## config.mk

```make
export PLATFORM = sky130hd
export DESIGN_NAME = prog_loader_flat
export DESIGN_NICKNAME = d
export VERILOG_FILES = /design/src/rtl/prog_loader_if.sv /design/src/rtl/prog_loader.sv /design/src/flat_wrapper.sv
export SDC_FILE = /design/constraint.sdc
export NUM_CORES = 1
export LEC_CHECK = 0
export CAP_MARGIN = 20
export CORE_AREA = 2 2 129 131
export CTS_CLUSTER_DIAMETER = 150
export DETAILED_ROUTE_END_ITERATION = 7
export DIE_AREA = 0 0 131 133
export PLACE_DENSITY_LB_ADDON = 0.1
export SLEW_MARGIN = 25
export SYNTH_ARGS = -nofsm -noshare
export SYNTH_HDL_FRONTEND = slang
export SYNTH_SLANG_ARGS = --single-unit
export TNS_END_PERCENT = 5
```

## constraint.sdc

```tcl
create_clock -name clk -period 3.55 [get_ports clk]
set_input_delay 0.71 -clock clk [delete_from_list [all_inputs] [get_ports clk]]
set_output_delay 0.71 -clock clk [all_outputs]
set_load 0.02 [all_outputs]
```

## src/rtl/prog_loader_if.sv

```systemverilog
// Host byte stream, memory port-B write bus and CPU boot status of the program loader.
interface prog_loader_if #(
  parameter int unsigned ADDR_W = 10
);
  logic [7:0]        rx_data;
  logic              rx_valid;
  logic              rx_ready;
  logic [ADDR_W-1:0] mem_addr_b;
  logic [15:0]       mem_data_b;
  logic              mem_w_en_b;
  logic              cpu_reset;
  logic              done;
  logic              error;

  // master = loader, slave = host link / memory / CPU side
  modport master (
    input  rx_data, rx_valid,
    output rx_ready, mem_addr_b, mem_data_b, mem_w_en_b, cpu_reset, done, error
  );

  modport slave (
    output rx_data, rx_valid,
    input  rx_ready, mem_addr_b, mem_data_b, mem_w_en_b, cpu_reset, done, error
  );
endinterface

```

## src/rtl/prog_loader.sv

```systemverilog
// Boot loader: parses SYNC/LEN/data/CHK frames, writes 16-bit words through port B
// and releases cpu_reset only once the image checksum matches.
module prog_loader #(
  parameter int unsigned ADDR_W    = 10,
  parameter int unsigned BASE_ADDR = 0,
  parameter logic [7:0]  SYNC_BYTE = 8'hA5
) (
  input  logic          clk,
  input  logic          reset,
  prog_loader_if.master bus
);
  localparam int unsigned LEN_W = 16;
  localparam logic [LEN_W:0] MAX_LEN = (LEN_W + 1)'(2 ** ADDR_W);

  typedef enum logic [3:0] {
    IDLE, LEN_HI, LEN_LO, DATA_HI, DATA_LO, WRITE, CHECK, DONE, ERROR
  } state_t;

  state_t           state;
  logic [7:0]       len_hi;
  logic [7:0]       hi_byte;
  logic [7:0]       chk;
  logic [LEN_W-1:0] remaining;
  logic             accept;
  logic [LEN_W-1:0] len_c;

  assign accept = bus.rx_valid & bus.rx_ready;
  assign len_c  = {len_hi, bus.rx_data};

  always_ff @(posedge clk) begin
    if (reset) begin
      state          <= IDLE;
      len_hi         <= '0;
      hi_byte        <= '0;
      chk            <= '0;
      remaining      <= '0;
      bus.rx_ready   <= 1'b1;
      bus.mem_addr_b <= ADDR_W'(BASE_ADDR);
      bus.mem_data_b <= '0;
      bus.mem_w_en_b <= 1'b0;
      bus.cpu_reset  <= 1'b1;
      bus.done       <= 1'b0;
      bus.error      <= 1'b0;
    end else begin
      bus.mem_w_en_b <= 1'b0;
      case (state)
        IDLE: begin
          if (accept && bus.rx_data == SYNC_BYTE) begin
            chk            <= '0;
            bus.mem_addr_b <= ADDR_W'(BASE_ADDR);
            state          <= LEN_HI;
          end
        end
        LEN_HI: begin
          if (accept) begin
            len_hi <= bus.rx_data;
            chk    <= chk ^ bus.rx_data;
            state  <= LEN_LO;
          end
        end
        LEN_LO: begin
          if (accept) begin
            chk       <= chk ^ bus.rx_data;
            remaining <= len_c;
            if (len_c == '0) begin
              state <= CHECK;
            end else if ({1'b0, len_c} > MAX_LEN) begin
              bus.error <= 1'b1;
              state     <= ERROR;
            end else begin
              state <= DATA_HI;
            end
          end
        end
        DATA_HI: begin
          if (accept) begin
            hi_byte <= bus.rx_data;
            chk     <= chk ^ bus.rx_data;
            state   <= DATA_LO;
          end
        end
        DATA_LO: begin
          // Stall the link for the single write cycle that follows
          if (accept) begin
            chk            <= chk ^ bus.rx_data;
            bus.mem_data_b <= {hi_byte, bus.rx_data};
            bus.mem_w_en_b <= 1'b1;
            bus.rx_ready   <= 1'b0;
            state          <= WRITE;
          end
        end
        WRITE: begin
          bus.mem_addr_b <= bus.mem_addr_b + ADDR_W'(1);
          remaining      <= remaining - LEN_W'(1);
          bus.rx_ready   <= 1'b1;
          state          <= (remaining == LEN_W'(1)) ? CHECK : DATA_HI;
        end
        CHECK: begin
          if (accept) begin
            if (bus.rx_data == chk) begin
              bus.done      <= 1'b1;
              bus.cpu_reset <= 1'b0;
              state         <= DONE;
            end else begin
              bus.error <= 1'b1;
              state     <= ERROR;
            end
          end
        end
        DONE: begin
          state <= DONE;
        end
        ERROR: begin
          // Only a fresh SYNC recovers; the CPU stays held meanwhile
          if (accept && bus.rx_data == SYNC_BYTE) begin
            bus.error      <= 1'b0;
            chk            <= '0;
            bus.mem_addr_b <= ADDR_W'(BASE_ADDR);
            state          <= LEN_HI;
          end
        end
        default: state <= IDLE;
      endcase
    end
  end
endmodule

```

## src/flat_wrapper.sv

```systemverilog
// flat-port wrapper written by rule: the top's interface ports become plain ports
module prog_loader_flat 
#(
  parameter int unsigned ADDR_W    = 10,
  parameter int unsigned BASE_ADDR = 0,
  parameter logic [7:0]  SYNC_BYTE = 8'hA5
)
  (clk, reset, bus_rx_data, bus_rx_valid, bus_rx_ready, bus_mem_addr_b, bus_mem_data_b, bus_mem_w_en_b, bus_cpu_reset, bus_done, bus_error);
  prog_loader_if #(.ADDR_W(ADDR_W)) bus_i ();
  input  logic clk;
  input  logic reset;
  input wire logic [$bits(bus_i.rx_data)-1:0] bus_rx_data;
  input wire logic [$bits(bus_i.rx_valid)-1:0] bus_rx_valid;
  output wire logic [$bits(bus_i.rx_ready)-1:0] bus_rx_ready;
  output wire logic [$bits(bus_i.mem_addr_b)-1:0] bus_mem_addr_b;
  output wire logic [$bits(bus_i.mem_data_b)-1:0] bus_mem_data_b;
  output wire logic [$bits(bus_i.mem_w_en_b)-1:0] bus_mem_w_en_b;
  output wire logic [$bits(bus_i.cpu_reset)-1:0] bus_cpu_reset;
  output wire logic [$bits(bus_i.done)-1:0] bus_done;
  output wire logic [$bits(bus_i.error)-1:0] bus_error;
  assign bus_i.rx_data = bus_rx_data;
  assign bus_i.rx_valid = bus_rx_valid;
  assign bus_rx_ready = bus_i.rx_ready;
  assign bus_mem_addr_b = bus_i.mem_addr_b;
  assign bus_mem_data_b = bus_i.mem_data_b;
  assign bus_mem_w_en_b = bus_i.mem_w_en_b;
  assign bus_cpu_reset = bus_i.cpu_reset;
  assign bus_done = bus_i.done;
  assign bus_error = bus_i.error;
  prog_loader #(.ADDR_W(ADDR_W), .BASE_ADDR(BASE_ADDR), .SYNC_BYTE(SYNC_BYTE)) u_core (.clk(clk), .reset(reset), .bus(bus_i));
endmodule
```

==> flow_summary_export.csv, run 1 <==
group,metric,value,unit
die,initial_core_util,0.2224,
die,die_y,133,um
synthesis,synthesis.nets,425,
placement,place_congestion,0.7330,
synthesis,synth.area.top_cells,"dfxtp_1, mux2i_1, nor2_1",
setup_path,critPathLaunch,"bus_rx_data[4]",
die,rows,47,
synthesis,synth_compound_area_frac,0.1437,
synthesis,ys_types,62,
synthesis,synth_fa_ha_area_frac,0.01043,
global_route,antenna_found_initial,0,
drt,drt_pass1_iterations,4,
synthesis,synth-simple-area-share,0.2473,
clock_tree,cts_max_path_buffers,2,
final_layout,fin_util,0.2809,
synthesis,avgSynthCellArea,8.752,um^2
clock_tree,cts_sinks,75,
placement,portBuffers,41,
global_route,track_usage,0.1218,
synthesis,synthesis.instances,411,
timing,rsz0062_at_grt,"false",
setup_path,crit_required,3.80,ns
synthesis,synth_top_area_cell,"dfxtp_1",
drt,post-route-drc-count,0,
drt,drtAntennaViolNets,0,
clock_tree,cts_buffers,9,
die,core-area,16170,um^2
global_route,grt_pass1_vias,2946,
synthesis,synth_warnings,0,
drt,vias,3076,
drt,drtIter0Drc,130,
setup_path,r2r_setup_slack,1.25,ns
synthesis,syn_area,3597,um^2
clock_tree,clock_latency,0.34,ns
final_layout,nets,459,
global_route,grt_overflow,0,
final_layout,regArea,1501,um^2
placement,dp_hpwl,6995,um
setup_path,worstSetupPathType,"input pin to flop",
timing,fin_skew,0.005927,ns
clock_tree,cts.clk_slew.worst_paths,0.06,ns
power_and_ir_drop,vdd_drop_max,0.2274,mV
setup_path,path_max_fanout,9,
timing,tns,0,ns
final_layout,drive_gt1_frac,0.1089,
global_route,grt_max_degree,30,
setup_path,worstPathArrival,2.81,ns
timing,final_hold_viol_count,0,
setup_path,cp.depth,6,
clock_tree,cts_setup_buffers,0,
timing,worstMarginPinSlew,0.5740,ns
synthesis,synthMuxAreaShare,0.09530,
clock_tree,cts_tree,"yes",
run_status,status,"finished, final reports clean",
setup_path,end_kind,"flop",
synthesis,synth_seq_cells,75,
synthesis,synth_top_area_frac,0.4174,
die,die_area,17420,um^2
timing,period_minus_slack,2.561,ns
synthesis,ys_seq_area_frac,0.4174,
setup_path,critPathBufInv,1,
clock_tree,htreeDepth,3,
drt,wl,9936,um
setup_path,rr_worst_depth,6,
final_layout,area_delta_synth_final,26.26,%
global_route,grt_pass1_wl,16300,um
flow_run,cap_violations,0,
final_layout,n_fill_cell,1737,
setup_path,max_stage_delay,0.66,ns
power_and_ir_drop,powerDensity,409.7,nW/um^2
setup_path,cp-endpoint,"u_core.state[0]",
setup_path,cp_cell_sequence,"clkdlybuf4s50_1, or4_4, o31ai_4, and4b_1, nand2b_1, a311oi_2",
setup_path,r2r_start,"u_core.state[1]",
setup_path,r2r-end,"u_core.remaining[4]",
timing,finalCritPeriodShare,0.7214,
die,die_w,131,um
timing,max_slew_margin,0.6144,
drt,wl_per_cell,14.83,um
timing,slew_viol_final,0,
clock_tree,cts_resized,0,
die,io_pins,42,
timing,fmax,390.5,MHz
setup_path,startpoint_type,"input pin",
synthesis,ys.flop_type,"dfxtp_1",
setup_path,path_delay_family,"simple AND/OR/NAND/NOR gates",
power_and_ir_drop,leakagePower,0.001656,uW
drt,vias_per_cell,4.591,
synthesis,async_flop_share,0,
final_layout,n_antenna_cell,0,
setup_path,crit_slowest_cell,"clkdlybuf4s50_1",
synthesis,synth_top_family_by_area,"simple AND/OR/NAND/NOR gates",
clock_tree,holdBufCountCts,0,
timing,setup_violations,0,
synthesis,synth_edf_count,0,
final_layout,multiInputGateArea,1936,um^2
worst_hold_path,hold_path.class,"flop to flop",
clock_tree,cts_root_buffer,"clkbuf_16",
synthesis,synth-xor-area-share,0.04139,
[worst min path at each step]
stage                               from              endpoint  slack, ns  depth (start not counted)
finish                   u_core.bus.done       u_core.bus.done       0.45                          2
global route             u_core.bus.done       u_core.bus.done       0.47                          2
CTS                      u_core.bus.done       u_core.bus.done       0.45                          2
detailed placement       u_core.bus.done       u_core.bus.done       0.45                          2
global placement         u_core.bus.done       u_core.bus.done       0.44                          2
floorplan           u_core.remaining[10]  u_core.remaining[10]       0.44                          2
[cells in the mapped netlist, types with 4 or more instances]
| master | number |
|---|---|
| and4_1 | 4 |
| nand3_1 | 11 |
| xor2_1 | 6 |
| a21oi_1 | 29 |
| inv_1 | 6 |
| clkbuf_1 | 17 |
| or2_2 | 4 |
| a22oi_1 | 4 |
| nand4_1 | 5 |
| dfxtp_1 | 75 |
| o21ai_0 | 13 |
| buf_2 | 11 |
| mux2i_1 | 32 |
| xnor2_1 | 11 |
| nand3b_1 | 9 |
| a31oi_1 | 7 |
| nor2_1 | 75 |
| nand2_1 | 18 |
| nor3_1 | 13 |
| or4_1 | 4 |
[report_power, final]
| part | total [uW] | switching, uW | leakage (uW) | internal (uW) |
|---|---|---|---|---|
| sequential | 842 | 0.223 | 0.000604 | 841 |
| clock | 958 | 388 | 0.000149 | 570 |
| combinational | 60.8 | 41.0 | 0.000903 | 19.8 |
[logic make-up after synthesis]
family | count (synthesis)
muxes | 34
adders and majority gates | 3
buffers and inverters | 36
xor gates and xnor gates | 17
and+or+nand+nor | 168
AOI/OAI and AO/OA | 78
DFF | 75
[per-stage QoR]
| stage | area (um^2) | cells | hold WS (ns) | total power (uW) | setup WS, ns |
|---|---|---|---|---|---|
| after floorplan | 3597 | 411 | 0.4397 | 897.2 | 1.309 |
| after global placement | 4230 | 654 | 0.4427 | 923.3 | 0.6493 |
| after detailed placement | 4230 | 654 | 0.4479 | 923.2 | 0.5952 |
| after CTS | 4542 | 670 | 0.4549 | 1898 | 0.9724 |
| after global routing | 4542 | 670 | 0.4695 | 1945 | 0.8830 |
| final | 4542 | 670 | 0.4482 | 1861 | 0.9890 |
[flip-flops by register name, indices dropped and copies added (netlist names)]
| name | cells |
|---|---|
| u_core.remaining | 16 |
| u_core.bus.mem_data_b | 16 |
| u_core.bus.error | 1 |
| u_core.len_hi | 8 |
| u_core.bus.mem_addr_b | 10 |
| u_core.bus.rx_ready | 1 |
| u_core.bus.done | 1 |
| u_core.hi_byte | 8 |
| u_core.state | 4 |
| u_core.bus.mem_w_en_b | 1 |
| u_core.chk | 8 |
| u_core.bus.cpu_reset | 1 |
[cells in the final DEF, fill, tap and decap left out, types with 2 or more instances in the layout]
master / netlist / final
clkdlybuf4s50_1: 0 / 40
nand3b_1: 9 / 9
nor3_1: 13 / 13
nor2_1: 75 / 75
o21ai_0: 13 / 13
a221oi_1: 3 / 3
nor2_2: 2 / 2
nand2b_1: 2 / 2
clkinv_4: 0 / 3
and4bb_2: 2 / 2
or2_2: 4 / 4
ha_1: 3 / 3
mux2i_1: 32 / 32
nand2_1: 18 / 18
a21oi_1: 29 / 29
nand3_1: 11 / 11
buf_4: 1 / 12
mux2_2: 2 / 2
o211ai_1: 2 / 2
and4_1: 4 / 4
nand4_1: 5 / 5
a31oi_1: 7 / 7
nor4_1: 3 / 3
a211o_1: 2 / 2
dfxtp_1: 75 / 75
or4_1: 4 / 4
xnor2_1: 11 / 11
a41oi_1: 2 / 2
clkbuf_16: 0 / 9
xor2_1: 6 / 6
inv_1: 6 / 6
a211oi_1: 3 / 3
a22oi_1: 4 / 4
[per-layer routing]
metal  GRT usage  part of all wire
met5           0                 0
met2      0.1828              0.45
met1      0.1669              0.49
met4     0.04078             0.019
met3     0.03478             0.040
[worst register-to-register path, delay by kind of cell, from the launching register on]
family	cells	cell delay [ns]
buffers and inverters	1	0.23
DFF	1	0.60
muxes	1	0.26
and+or+nand+nor	4	1.14
[area by class of cell]
cell class / instances / area share
tap: 220 / 0.06061
inverter: 6 / 0.004959
sequential: 75 / 0.3306
clock inverter: 6 / 0.01598
multi-input combinational: 300 / 0.4262
clock buffer: 10 / 0.05262
timing repair buffer: 53 / 0.1091
Note: power is estimated with default switching activity, not from simulation.
==> run 2, diff against run 1 <==
==> constraint.sdc (replaced) <==
create_clock -name clk -period 2.4 [get_ports clk]
set_input_delay 0.48 -clock clk [delete_from_list [all_inputs] [get_ports clk]]
set_output_delay 0.48 -clock clk [all_outputs]
set_load 0.02 [all_outputs]
==> run 2 against run 1 <==
Net effect: routed wire length up 5.9%; via count grew 2.6%; first-iteration DRC count up 3.8%; final area rose by 5.7%; largest cell class unchanged; register-to-register slack got worse by 0.86 ns; sequential share of layout area shrank 1.8 points; final cell count increased by 4.9%.
==> flow_summary_export.csv, run 2 (same netlist as run 1, synthesis figures left out) <==
group,metric,value,unit
clock_tree,cts_resized,0,
final_layout,top_regs,"u_core.bus.mem_data_b: 16 flops, u_core.remaining: 16 flops, u_core.bus.mem_addr_b: 10 flops",
worst_hold_path,hold_path_depth,2,
die,io_pins,42,
clock_tree,cts_setup_buffers,0,
power_and_ir_drop,vdd_drop_max,0.3034,mV
final_layout,fin_util,0.2968,
global_route,grt_overflow,0,
global_route,grt_max_degree,66,
timing,max_slew_margin,0.6881,
final_layout,n_fill_cell,1718,
final_layout,final_cell_mix,"nor2_1, dfxtp_1, buf_4",
die,initial_core_util,0.2224,
global_route,track_usage,0.1286,
drt,met2_length,4859,um
setup_path,crit_required,2.64,ns
placement,dp_hpwl,7669,um
placement,dp_cells,687,
clock_tree,cts_root_buffer,"clkbuf_16",
timing,slew_viol_final,0,
die,rows,47,
setup_path,path_max_fanout,4,
drt,wl,10520,um
drt,vias,3156,
placement,place_congestion,0.7831,
final_layout,n_antenna_cell,0,
timing,setup_violations,0,
die,die_y,133,um
final_layout,area_delta_synth_final,33.43,%
drt,drtAntennaViolNets,0,
clock_tree,cts_buffers,9,
timing,fmax,452.5,MHz
worst_hold_path,hold_path.class,"input pin to flop",
clock_tree,cts_sinks,75,
final_layout,regArea,1501,um^2
drt,post-route-drc-count,0,
power_and_ir_drop,power,2671,uW
timing,rsz0062_at_grt,"false",
drt,vias_per_cell,4.489,
clock_tree,cts.clk_slew.worst_paths,0.06,ns
final_layout,nets,492,
final_layout,final_cells,703,
drt,wl_met3,354,um
clock_tree,cts_tree,"yes",
clock_tree,clock_latency,0.34,ns
drt,highest_layer,"met4",
timing,final_hold_viol_count,0,
final_layout,multiInputGateArea,1936,um^2
drt,drtIter0Drc,135,
global_route,grt_pass1_vias,3061,
flow_run,cap_violations,0,
timing,worstMarginPinSlew,0.4636,ns
setup_path,worstSetupPathType,"input pin to flop",
clock_tree,htreeDepth,3,
global_route,antenna_found_initial,0,
placement,postPlaceCellArea,4516,um^2
power_and_ir_drop,powerDensity,556.5,nW/um^2
final_layout,drive_gt1_frac,0.1698,
timing,finalCritPeriodShare,0.9208,
setup_path,end_kind,"flop",
clock_tree,cts_max_path_buffers,2,
final_layout,final_cell_area,4800,um^2
die,die_area,17420,um^2
power_and_ir_drop,leakagePower,0.001809,uW
run_status,status,"finished, final reports clean",
setup_path,worstPathArrival,2.45,ns
timing,period_minus_slack,2.210,ns
drt,wl_per_cell,14.97,um
drt,drt_pass1_iterations,4,
drt,drt-met1-wl,5112,um
placement,portBuffers,41,
setup_path,rr_worst_depth,5,
clock_tree,holdBufCountCts,0,
die,die_w,131,um
global_route,grt_pass1_wl,16840,um
setup_path,startpoint_type,"input pin",
die,core-area,16170,um^2
timing,fin_skew,0.005460,ns
timing,tns,0,ns
run 2: changes by cell type in the layout (fill, tap and decap cells not counted):
cell	before	now
buf_4	12	42
buf_12	0	3
inv_6	1	3
bufinv_16	1	0
clkbuf_8	1	0
clkinv_4	3	2
clkinvlp_4	1	2
run 2: final timing paths:
| kind | to | slack [ns] | start |
|---|---|---|---|
| max reg2reg | u_core.remaining[10] | 0.39 | u_core.remaining[3] |
| min reg2reg | u_core.bus.cpu_reset | 0.45 | u_core.bus.cpu_reset |
| min | u_core.bus.mem_addr_b[0] | 0.38 | reset |
| max | u_core.bus.mem_addr_b[9] | 0.19 | bus_rx_data[3] |
run 2: per-layer routing:
layer | vias to the layer above | track usage
li1 | 1616 | -
met1 | 1465 | 0.1711
met2 | 65 | 0.1995
met3 | 10 | 0.02548
met4 | 0 | 0.05851
met5 | - | 0
run 2: layout make-up:
class	instances	share of cell area
multi-input cells	300	0.4033
clock inverters	7	0.01225
inverters	6	0.004692
clock buffers	9	0.04692
well taps	220	0.05735
flip-flops and latches	75	0.3128
repair buffers	86	0.1627
run 2: power by group:
part / total [uW] / internal, uW / leakage (uW) / switching [uW]
Combinational: 112 / 47.5 / 0.00107 / 65.0
Sequential: 1240 / 1240 / 0.000604 / 0.341
Clock: 1310 / 715 / 0.000133 / 599
Total: 2670 / 2010 / 0.00181 / 664
run 2: worst max-delay path: stages:
cell and delay [ns]:
clkdlybuf4s50_1 0.48, nor4_1 0.47, buf_4 0.22, a41oi_1 0.12, buf_4 0.18, nor4b_2 0.30
xnor2_1 0.15, nor2_1 0.05
run 2: per-stage QoR:
step                hold slack, ns  worst slack (ns)
floorplan                   0.4397            0.3890
global placement            0.4350           -0.1799
detailed placement          0.4405           -0.1725
CTS                         0.3662            0.1906
global route                0.3868           0.07182
finish                      0.3801            0.1901
